File: src/rtl/memory_arbiter_if.sv
// memory_arbiter_if: groups the two requester ports (instruction fetch and
// execute-stage data) with the shared memory bus.
//   master modport : the arbiter side. It takes the requests and the bus response,
//                    and drives the acks and the bus request.
//   slave modport  : the environment side. This is the requesters plus the memory.
// Fetch port : f_req, f_addr -> f_ack, f_rdata, f_abort
// Data port  : d_req, d_write, d_addr, d_wdata -> d_ack, d_rdata, d_abort
// Bus        : addr, wdata, write, size, prot, trans -> rdata, data_valid, abort
// Mode       : priv (drives prot[1])
interface memory_arbiter_if;
   logic        f_req;
   logic [31:0] f_addr;
   logic        f_ack;
   logic [31:0] f_rdata;
   logic        f_abort;

   logic        d_req;
   logic        d_write;
   logic [31:0] d_addr;
   logic [31:0] d_wdata;
   logic        d_ack;
   logic [31:0] d_rdata;
   logic        d_abort;

   logic        priv;

   logic [31:0] addr;
   logic [31:0] wdata;
   logic        write;
   logic        size;
   logic [1:0]  prot;
   logic [1:0]  trans;
   logic [31:0] rdata;
   logic        data_valid;
   logic        abort;

   modport master (
      input  f_req, f_addr, d_req, d_write, d_addr, d_wdata, priv,
             rdata, data_valid, abort,
      output f_ack, f_rdata, f_abort, d_ack, d_rdata, d_abort,
             addr, wdata, write, size, prot, trans
   );

   modport slave (
      output f_req, f_addr, d_req, d_write, d_addr, d_wdata, priv,
             rdata, data_valid, abort,
      input  f_ack, f_rdata, f_abort, d_ack, d_rdata, d_abort,
             addr, wdata, write, size, prot, trans
   );
endinterface

File: src/rtl/memory_arbiter.sv
// memory_arbiter: shares one memory bus between the fetch port and the data port.
// A granted request is driven onto the bus for one cycle with trans = 10 or 11.
// The next cycle drops trans to 00. The arbiter then waits for data_valid or
// abort, or until the timeout expires. Completion is reported as a one-cycle ack
// to the owner only.
// Data requests win arbitration. However, after MAX_D_STREAK consecutive data
// grants with fetch waiting, fetch is forced through.
// Ports:
//   clk     : clock, all state updates on posedge
//   n_reset : asynchronous active-low reset
//   mem_if  : memory_arbiter_if.master (requester ports + memory bus)
module memory_arbiter #(
   parameter int MAX_D_STREAK   = 4,
   parameter int TIMEOUT_CYCLES = 16
) (
   input logic              clk,
   input logic              n_reset,
   memory_arbiter_if.master mem_if
);
   localparam int STREAK_W = (MAX_D_STREAK < 1) ? 1 : $clog2(MAX_D_STREAK + 1);
   localparam int TIMER_W  = (TIMEOUT_CYCLES < 2) ? 1 : $clog2(TIMEOUT_CYCLES);

   typedef enum logic [1:0] {IDLE = 2'd0, ISSUE = 2'd1, BUSY = 2'd2} state_t;

   state_t              state_reg;
   logic                owner_d_reg;      // 1 = data port owns the transfer
   logic [STREAK_W-1:0] streak_reg;
   logic [TIMER_W-1:0]  timer_reg;
   logic                last_valid_reg;   // a previous grant exists for the sequential check
   logic                last_owner_d_reg;
   logic [31:0]         last_addr_reg;

   logic [31:0] addr_reg;
   logic [31:0] wdata_reg;
   logic        write_reg;
   logic [1:0]  prot_reg;
   logic [1:0]  trans_reg;
   logic        f_ack_reg;
   logic [31:0] f_rdata_reg;
   logic        f_abort_reg;
   logic        d_ack_reg;
   logic [31:0] d_rdata_reg;
   logic        d_abort_reg;

   logic        force_fetch;
   logic        grant_d;
   logic        grant_f;
   logic [31:0] grant_addr;
   logic        grant_seq;
   logic        timed_out;
   logic        done;
   logic        end_abort;

   assign force_fetch = mem_if.f_req && (streak_reg == STREAK_W'(MAX_D_STREAK));
   assign grant_d     = mem_if.d_req && !force_fetch;
   assign grant_f     = mem_if.f_req && !grant_d;
   assign grant_addr  = grant_d ? mem_if.d_addr : mem_if.f_addr;
   // A transfer is sequential only if the same owner continues at the next word.
   // The +4 wraps at 32 bits.
   assign grant_seq   = last_valid_reg && (last_owner_d_reg == grant_d) &&
                        (grant_addr == last_addr_reg + 32'd4);
   assign timed_out   = (timer_reg == TIMER_W'(TIMEOUT_CYCLES - 1));
   assign done        = mem_if.abort || mem_if.data_valid || timed_out;
   // An abort beats data_valid. A timeout with neither signal is also an abort.
   assign end_abort   = mem_if.abort || !mem_if.data_valid;

   always_ff @(posedge clk or negedge n_reset) begin
      if (!n_reset) begin
         state_reg        <= IDLE;
         owner_d_reg      <= 1'b0;
         streak_reg       <= '0;
         timer_reg        <= '0;
         last_valid_reg   <= 1'b0;
         last_owner_d_reg <= 1'b0;
         last_addr_reg    <= 32'd0;
         addr_reg         <= 32'd0;
         wdata_reg        <= 32'd0;
         write_reg        <= 1'b0;
         prot_reg         <= 2'b00;
         trans_reg        <= 2'b00;
         f_ack_reg        <= 1'b0;
         f_rdata_reg      <= 32'd0;
         f_abort_reg      <= 1'b0;
         d_ack_reg        <= 1'b0;
         d_rdata_reg      <= 32'd0;
         d_abort_reg      <= 1'b0;
      end else begin
         // Ack outputs are single-cycle pulses. They are cleared unless set below.
         f_ack_reg   <= 1'b0;
         f_rdata_reg <= 32'd0;
         f_abort_reg <= 1'b0;
         d_ack_reg   <= 1'b0;
         d_rdata_reg <= 32'd0;
         d_abort_reg <= 1'b0;
         case (state_reg)
            IDLE: begin
               if (grant_d || grant_f) begin
                  addr_reg         <= grant_addr;
                  wdata_reg        <= grant_d ? mem_if.d_wdata : 32'd0;
                  write_reg        <= grant_d && mem_if.d_write;
                  prot_reg         <= {mem_if.priv, grant_d};
                  trans_reg        <= grant_seq ? 2'b11 : 2'b10;
                  owner_d_reg      <= grant_d;
                  last_valid_reg   <= 1'b1;
                  last_owner_d_reg <= grant_d;
                  last_addr_reg    <= grant_addr;
                  // The streak counts data grants only while fetch is being held off.
                  if (grant_d && mem_if.f_req)
                     streak_reg <= streak_reg + STREAK_W'(1);
                  else
                     streak_reg <= '0;
                  state_reg <= ISSUE;
               end
            end
            ISSUE: begin
               trans_reg <= 2'b00;
               timer_reg <= '0;
               state_reg <= BUSY;
            end
            BUSY: begin
               if (done) begin
                  if (owner_d_reg) begin
                     d_ack_reg   <= 1'b1;
                     d_abort_reg <= end_abort;
                     d_rdata_reg <= (end_abort || write_reg) ? 32'd0 : mem_if.rdata;
                  end else begin
                     f_ack_reg   <= 1'b1;
                     f_abort_reg <= end_abort;
                     f_rdata_reg <= end_abort ? 32'd0 : mem_if.rdata;
                  end
                  state_reg <= IDLE;
               end else if (timer_reg != '1) begin
                  timer_reg <= timer_reg + TIMER_W'(1);
               end
            end
            default: state_reg <= IDLE;
         endcase
      end
   end

   assign mem_if.addr    = addr_reg;
   assign mem_if.wdata   = wdata_reg;
   assign mem_if.write   = write_reg;
   assign mem_if.size    = 1'b1;
   assign mem_if.prot    = prot_reg;
   assign mem_if.trans   = trans_reg;
   assign mem_if.f_ack   = f_ack_reg;
   assign mem_if.f_rdata = f_rdata_reg;
   assign mem_if.f_abort = f_abort_reg;
   assign mem_if.d_ack   = d_ack_reg;
   assign mem_if.d_rdata = d_rdata_reg;
   assign mem_if.d_abort = d_abort_reg;
endmodule
File: src/flat_wrapper.sv
// flat-port wrapper written by rule: the top's interface ports become plain ports
module memory_arbiter_flat 
#(
   parameter int MAX_D_STREAK   = 4,
   parameter int TIMEOUT_CYCLES = 16
)
  (clk, n_reset, mem_if_f_req, mem_if_f_addr, mem_if_d_req, mem_if_d_write, mem_if_d_addr, mem_if_d_wdata, mem_if_priv, mem_if_rdata, mem_if_data_valid, mem_if_abort, mem_if_f_ack, mem_if_f_rdata, mem_if_f_abort, mem_if_d_ack, mem_if_d_rdata, mem_if_d_abort, mem_if_addr, mem_if_wdata, mem_if_write, mem_if_size, mem_if_prot, mem_if_trans);
  memory_arbiter_if mem_if_i ();
  input logic clk;
  input logic n_reset;
  input wire logic [$bits(mem_if_i.f_req)-1:0] mem_if_f_req;
  input wire logic [$bits(mem_if_i.f_addr)-1:0] mem_if_f_addr;
  input wire logic [$bits(mem_if_i.d_req)-1:0] mem_if_d_req;
  input wire logic [$bits(mem_if_i.d_write)-1:0] mem_if_d_write;
  input wire logic [$bits(mem_if_i.d_addr)-1:0] mem_if_d_addr;
  input wire logic [$bits(mem_if_i.d_wdata)-1:0] mem_if_d_wdata;
  input wire logic [$bits(mem_if_i.priv)-1:0] mem_if_priv;
  input wire logic [$bits(mem_if_i.rdata)-1:0] mem_if_rdata;
  input wire logic [$bits(mem_if_i.data_valid)-1:0] mem_if_data_valid;
  input wire logic [$bits(mem_if_i.abort)-1:0] mem_if_abort;
  output wire logic [$bits(mem_if_i.f_ack)-1:0] mem_if_f_ack;
  output wire logic [$bits(mem_if_i.f_rdata)-1:0] mem_if_f_rdata;
  output wire logic [$bits(mem_if_i.f_abort)-1:0] mem_if_f_abort;
  output wire logic [$bits(mem_if_i.d_ack)-1:0] mem_if_d_ack;
  output wire logic [$bits(mem_if_i.d_rdata)-1:0] mem_if_d_rdata;
  output wire logic [$bits(mem_if_i.d_abort)-1:0] mem_if_d_abort;
  output wire logic [$bits(mem_if_i.addr)-1:0] mem_if_addr;
  output wire logic [$bits(mem_if_i.wdata)-1:0] mem_if_wdata;
  output wire logic [$bits(mem_if_i.write)-1:0] mem_if_write;
  output wire logic [$bits(mem_if_i.size)-1:0] mem_if_size;
  output wire logic [$bits(mem_if_i.prot)-1:0] mem_if_prot;
  output wire logic [$bits(mem_if_i.trans)-1:0] mem_if_trans;
  assign mem_if_i.f_req = mem_if_f_req;
  assign mem_if_i.f_addr = mem_if_f_addr;
  assign mem_if_i.d_req = mem_if_d_req;
  assign mem_if_i.d_write = mem_if_d_write;
  assign mem_if_i.d_addr = mem_if_d_addr;
  assign mem_if_i.d_wdata = mem_if_d_wdata;
  assign mem_if_i.priv = mem_if_priv;
  assign mem_if_i.rdata = mem_if_rdata;
  assign mem_if_i.data_valid = mem_if_data_valid;
  assign mem_if_i.abort = mem_if_abort;
  assign mem_if_f_ack = mem_if_i.f_ack;
  assign mem_if_f_rdata = mem_if_i.f_rdata;
  assign mem_if_f_abort = mem_if_i.f_abort;
  assign mem_if_d_ack = mem_if_i.d_ack;
  assign mem_if_d_rdata = mem_if_i.d_rdata;
  assign mem_if_d_abort = mem_if_i.d_abort;
  assign mem_if_addr = mem_if_i.addr;
  assign mem_if_wdata = mem_if_i.wdata;
  assign mem_if_write = mem_if_i.write;
  assign mem_if_size = mem_if_i.size;
  assign mem_if_prot = mem_if_i.prot;
  assign mem_if_trans = mem_if_i.trans;
  memory_arbiter #(.MAX_D_STREAK(MAX_D_STREAK), .TIMEOUT_CYCLES(TIMEOUT_CYCLES)) u_core (.clk(clk), .n_reset(n_reset), .mem_if(mem_if_i));
endmodule
File: config.mk
export PLATFORM = sky130hd
export DESIGN_NAME = memory_arbiter_flat
export DESIGN_NICKNAME = d
export VERILOG_FILES = /design/src/rtl/memory_arbiter_if.sv /design/src/rtl/memory_arbiter.sv /design/src/flat_wrapper.sv
export SDC_FILE = /design/constraint.sdc
export NUM_CORES = 1
export LEC_CHECK = 0
export BUFFER_PORTS_ARGS = -buffer_cell sky130_fd_sc_hd__buf_2
export CAP_MARGIN = 25
export CORE_UTILIZATION = 48
export DETAILED_ROUTE_END_ITERATION = 10
export GPL_TIMING_DRIVEN = 0
export PLACE_DENSITY_LB_ADDON = 0.25
export REMOVE_ABC_BUFFERS = 1
export SYNTH_ARGS = -nofsm -noshare
export SYNTH_HDL_FRONTEND = slang
export SYNTH_SLANG_ARGS = --single-unit
File: constraint.sdc
create_clock -name clk -period 2.7 [get_ports clk]
set_clock_uncertainty 0.05 [all_clocks]
set_input_delay 0.405 -clock clk [delete_from_list [all_inputs] [get_ports clk]]
set_output_delay 0.405 -clock clk [all_outputs]
set_load 0.01 [all_outputs]
==> run_results.csv <==
group,metric,value,unit
clock_tree,clkTransAtPathRegs,60,ps
sta,period_needed,2537,ps
global_routing,grt.total_usage,24.83,%
drt,first_iter_violations,394,
global_routing,grt_start_max_net_pins,94,
logic_synthesis,seq_area_frac_synth,55.48,%
drt,drc,0,
logic_synthesis,ys_ff_latch,147,
placed_design,numPortBuffers,272,
sta,worst_slack,162.7,ps
floorplan,design.die.area,14290,µm²
cells_and_area,final-seq-area,3679,µm²
clock_tree,cts_root_buffer,"clkbuf_16",
placed_design,gp_congestion,0.7963,
floorplan,initial_utilization,49.67,%
worst_setup_path,crit_arrival,2820,ps
sta,hold_viol,0,
sta,max_clock_freq,0.3941,GHz
logic_synthesis,yosysUniqueCellTypes,59,
logic_synthesis,synth_area_per_cell,11.20,µm²
logic_synthesis,synth_flop_cell,"dfrtp_1",
cells_and_area,nets,1008,
power,leakage,4.808,nW
logic_synthesis,synth_enable_flop_cells,0,
placed_design,hpwl,12320,µm
clock_tree,tritoncts,"built",
power,power_density,944.5,nW/µm²
clock_tree,cts_buffers,17,
outcome,status,"complete, no violations",
global_routing,grt_pass1_vias,5448,
cells_and_area,multi_input_area,2873,µm²
global_routing,gr-total-overflow,0,
floorplan,core_area,13350,µm²
floorplan,io_pins,274,
global_routing,grt_antenna_before_repair,3,
drt,dr.pass1.iters,6,
sta,slew_headroom,38.90,%
drt,wire_per_inst,16.29,µm
sta,setup_tns,0,ps
sta,fin_hold_ws,144.1,ps
worst_setup_path,crit_path_max_fanout,6,
sta,slew_viol_final,0,
drt,vias_per_cell,5.234,
sta,setup_violations,0,
global_routing,grt_first_pass_wirelength,27630,µm
clock_tree,clkLatencyLatePin,420,ps
worst_setup_path,start_kind,"register",
drt,routed_wl,17210,µm
cells_and_area,areaGrowthSynthToFinish,35.70,%
logic_synthesis,synth.yosys.warnings,0,
drt,vias,5527,
clock_tree,htreeDepth,4,
cells_and_area,num-fill-cells,1035,
floorplan,core.rowCount,42,
placed_design,dp.cells,1011,
worst_setup_path,cp-end-kind,"register",
logic_synthesis,syn_inst,592,
cells_and_area,drive_above_1_share,40.02,%
floorplan,die_y,119.5,µm
worst_setup_path,cp.required,2980,ps
drt,drtAntennaViolNets,0,
placed_design,dp_slack,-539.1,ps
logic_synthesis,async_reset_ff_share,100.0,%
logic_synthesis,syn_area,6630,µm²
cells_and_area,fin_cells,1056,
min_path,hold_path_class,"input port to register",
power,peakVddDrop,0.5975,mV
worst_setup_path,crit_type,"register to register",
clock_tree,cts_sinks,147,
floorplan,die_w,119.5,µm
job,maxCapViolCount,0,
clock_tree,clockBufferDepth,2,
sta,min_period_over_period,93.97,%
sta,tightest_slew,912.5,ps
-- logic make-up (layout without fill, tap and decap cells) --
kind of cell | count (synthesis) | after routing | synth area share [%]
AOI/OAI and AO/OA | 105 | 105 | 11.12
xor gates and xnor gates | 47 | 47 | 6.530
adders and majority gates | 8 | 8 | 1.510
buffers and inverters | 45 | 329 | 3.132
DFF | 147 | 147 | 55.48
muxes | 34 | 34 | 5.341
other | 1 | 4 | 0.05656
and+or+nand+nor | 205 | 206 | 16.83
-- stage by stage --
stage | util, % | power [W] | area (µm²)
global route | 67.39 | 0.009004 | 8995
detailed placement | 61.53 | 0.006149 | 8213
finish | 67.41 | 0.008498 | 8997
floorplan | - | 0.004925 | 6456
global placement | 60.22 | 0.005907 | 8038
CTS | 66.59 | 0.008483 | 8889
-- synthesized netlist by cell type, types with 2 or more instances --
cell type,instances,share of area [%]
a211oi_1,2,0.23
a21o_1,3,0.34
a22o_1,33,4.4
a311oi_1,2,0.26
a32o_1,2,0.30
and2_1,34,3.2
and3_1,38,3.6
and3_2,2,0.23
and4_1,4,0.53
buf_1,4,0.23
buf_4,3,0.34
buf_6,2,0.34
clkbuf_1,25,1.4
dfrtp_1,147,55
ha_1,8,1.5
inv_1,9,0.51
mux2i_1,32,4.8
nand2_1,62,3.5
nand2b_1,2,0.19
nand3_1,19,1.4
nand3b_1,2,0.23
nand4_1,12,1.1
nor2_1,11,0.62
nor2b_1,2,0.19
nor3_1,6,0.45
o21ai_0,45,3.4
o2bb2ai_1,3,0.40
o31ai_1,4,0.45
xnor2_1,27,3.6
xor2_1,18,2.4
-- path summary, 6_finish.rpt --
path                                               start                 endpoint  slack (ps)  cells after the start
worst max register to register  u_core.last_addr_reg[11]   u_core.mem_if.trans[0]         160                      8
min in group asynchronous                        n_reset  u_core.last_addr_reg[5]         460                      2
worst min register to register     u_core.last_valid_reg    u_core.last_valid_reg         430                      1
max in group asynchronous                        n_reset  u_core.mem_if.wdata[14]        1330                      3
worst max-delay path            u_core.last_addr_reg[11]   u_core.mem_if.trans[0]         160                      8
worst min-delay path                  mem_if_d_wdata[23]  u_core.mem_if.wdata[23]         140                      2
-- worst max-delay path, stage by stage, from the launching register on --
cell and delay (ps):
dfrtp_1 460, and4_1 280, nand4_1 230, nor2_2 310
nand3_1 190, a21o_1 220, a311oi_2 250, o2111ai_1 200
o31ai_2 270
-- timing repair --
item                                    in CTS  in global routing
endpoints found under the setup margin       1                  1
resized for setup                            4                 14
pin swaps                                    1                  8
hold buffers                                 1                  0
gates cloned                                 1                  0
hold endpoints to repair                    54                  0
buffers inserted                             4                  4
-- routing by layer --
metal	up-vias	track usage [%]	part of all wire [%]
met4	0	10.63	2.1
met5	-	0	0
met2	213	40.50	50
met1	2656	30.65	41
li1	2628	-	-
met3	30	7.414	7.4
-- layout make-up --
| cell class | instances | area share (%) |
|---|---|---|
| Clock buffer | 17 | 4.728 |
| Sequential cell | 147 | 40.88 |
| Tap cell | 176 | 2.448 |
| Antenna cell | 3 | 0.08344 |
| Clock inverter | 15 | 1.655 |
| Multi-Input combinational cell | 401 | 31.93 |
| Timing Repair Buffer | 288 | 17.90 |
| Inverter | 9 | 0.3755 |
-- placed cells by master, fill, tap and decap left out, types with 3 or more instances in the layout --
cell	count
o31ai_1	4
ha_1	6
diode_2	3
buf_4	6
and3_1	38
buf_2	271
a22o_1	33
dfrtp_1	147
buf_16	3
inv_1	8
clkinv_2	3
clkinv_4	3
nand3_1	19
o21ai_0	45
nor3_1	6
mux2i_2	4
buf_12	3
mux2i_4	3
buf_8	3
mux2i_1	26
nand2_1	62
nor2_1	10
inv_8	4
clkbuf_16	17
a21o_1	3
o2bb2ai_1	3
and4_1	4
and2_1	34
nand4_1	12
xnor2_1	27
xor2_1	17
-- report_power, final --
part	internal [W]	total [W]	switching, W	leakage (nW)
clock network	0.00129	0.00229	0.000995	0.281
logic	0.00134	0.00290	0.00156	2.59
registers	0.00274	0.00331	0.000570	1.94
No activity file was read; power rests on OpenSTA's default activity.
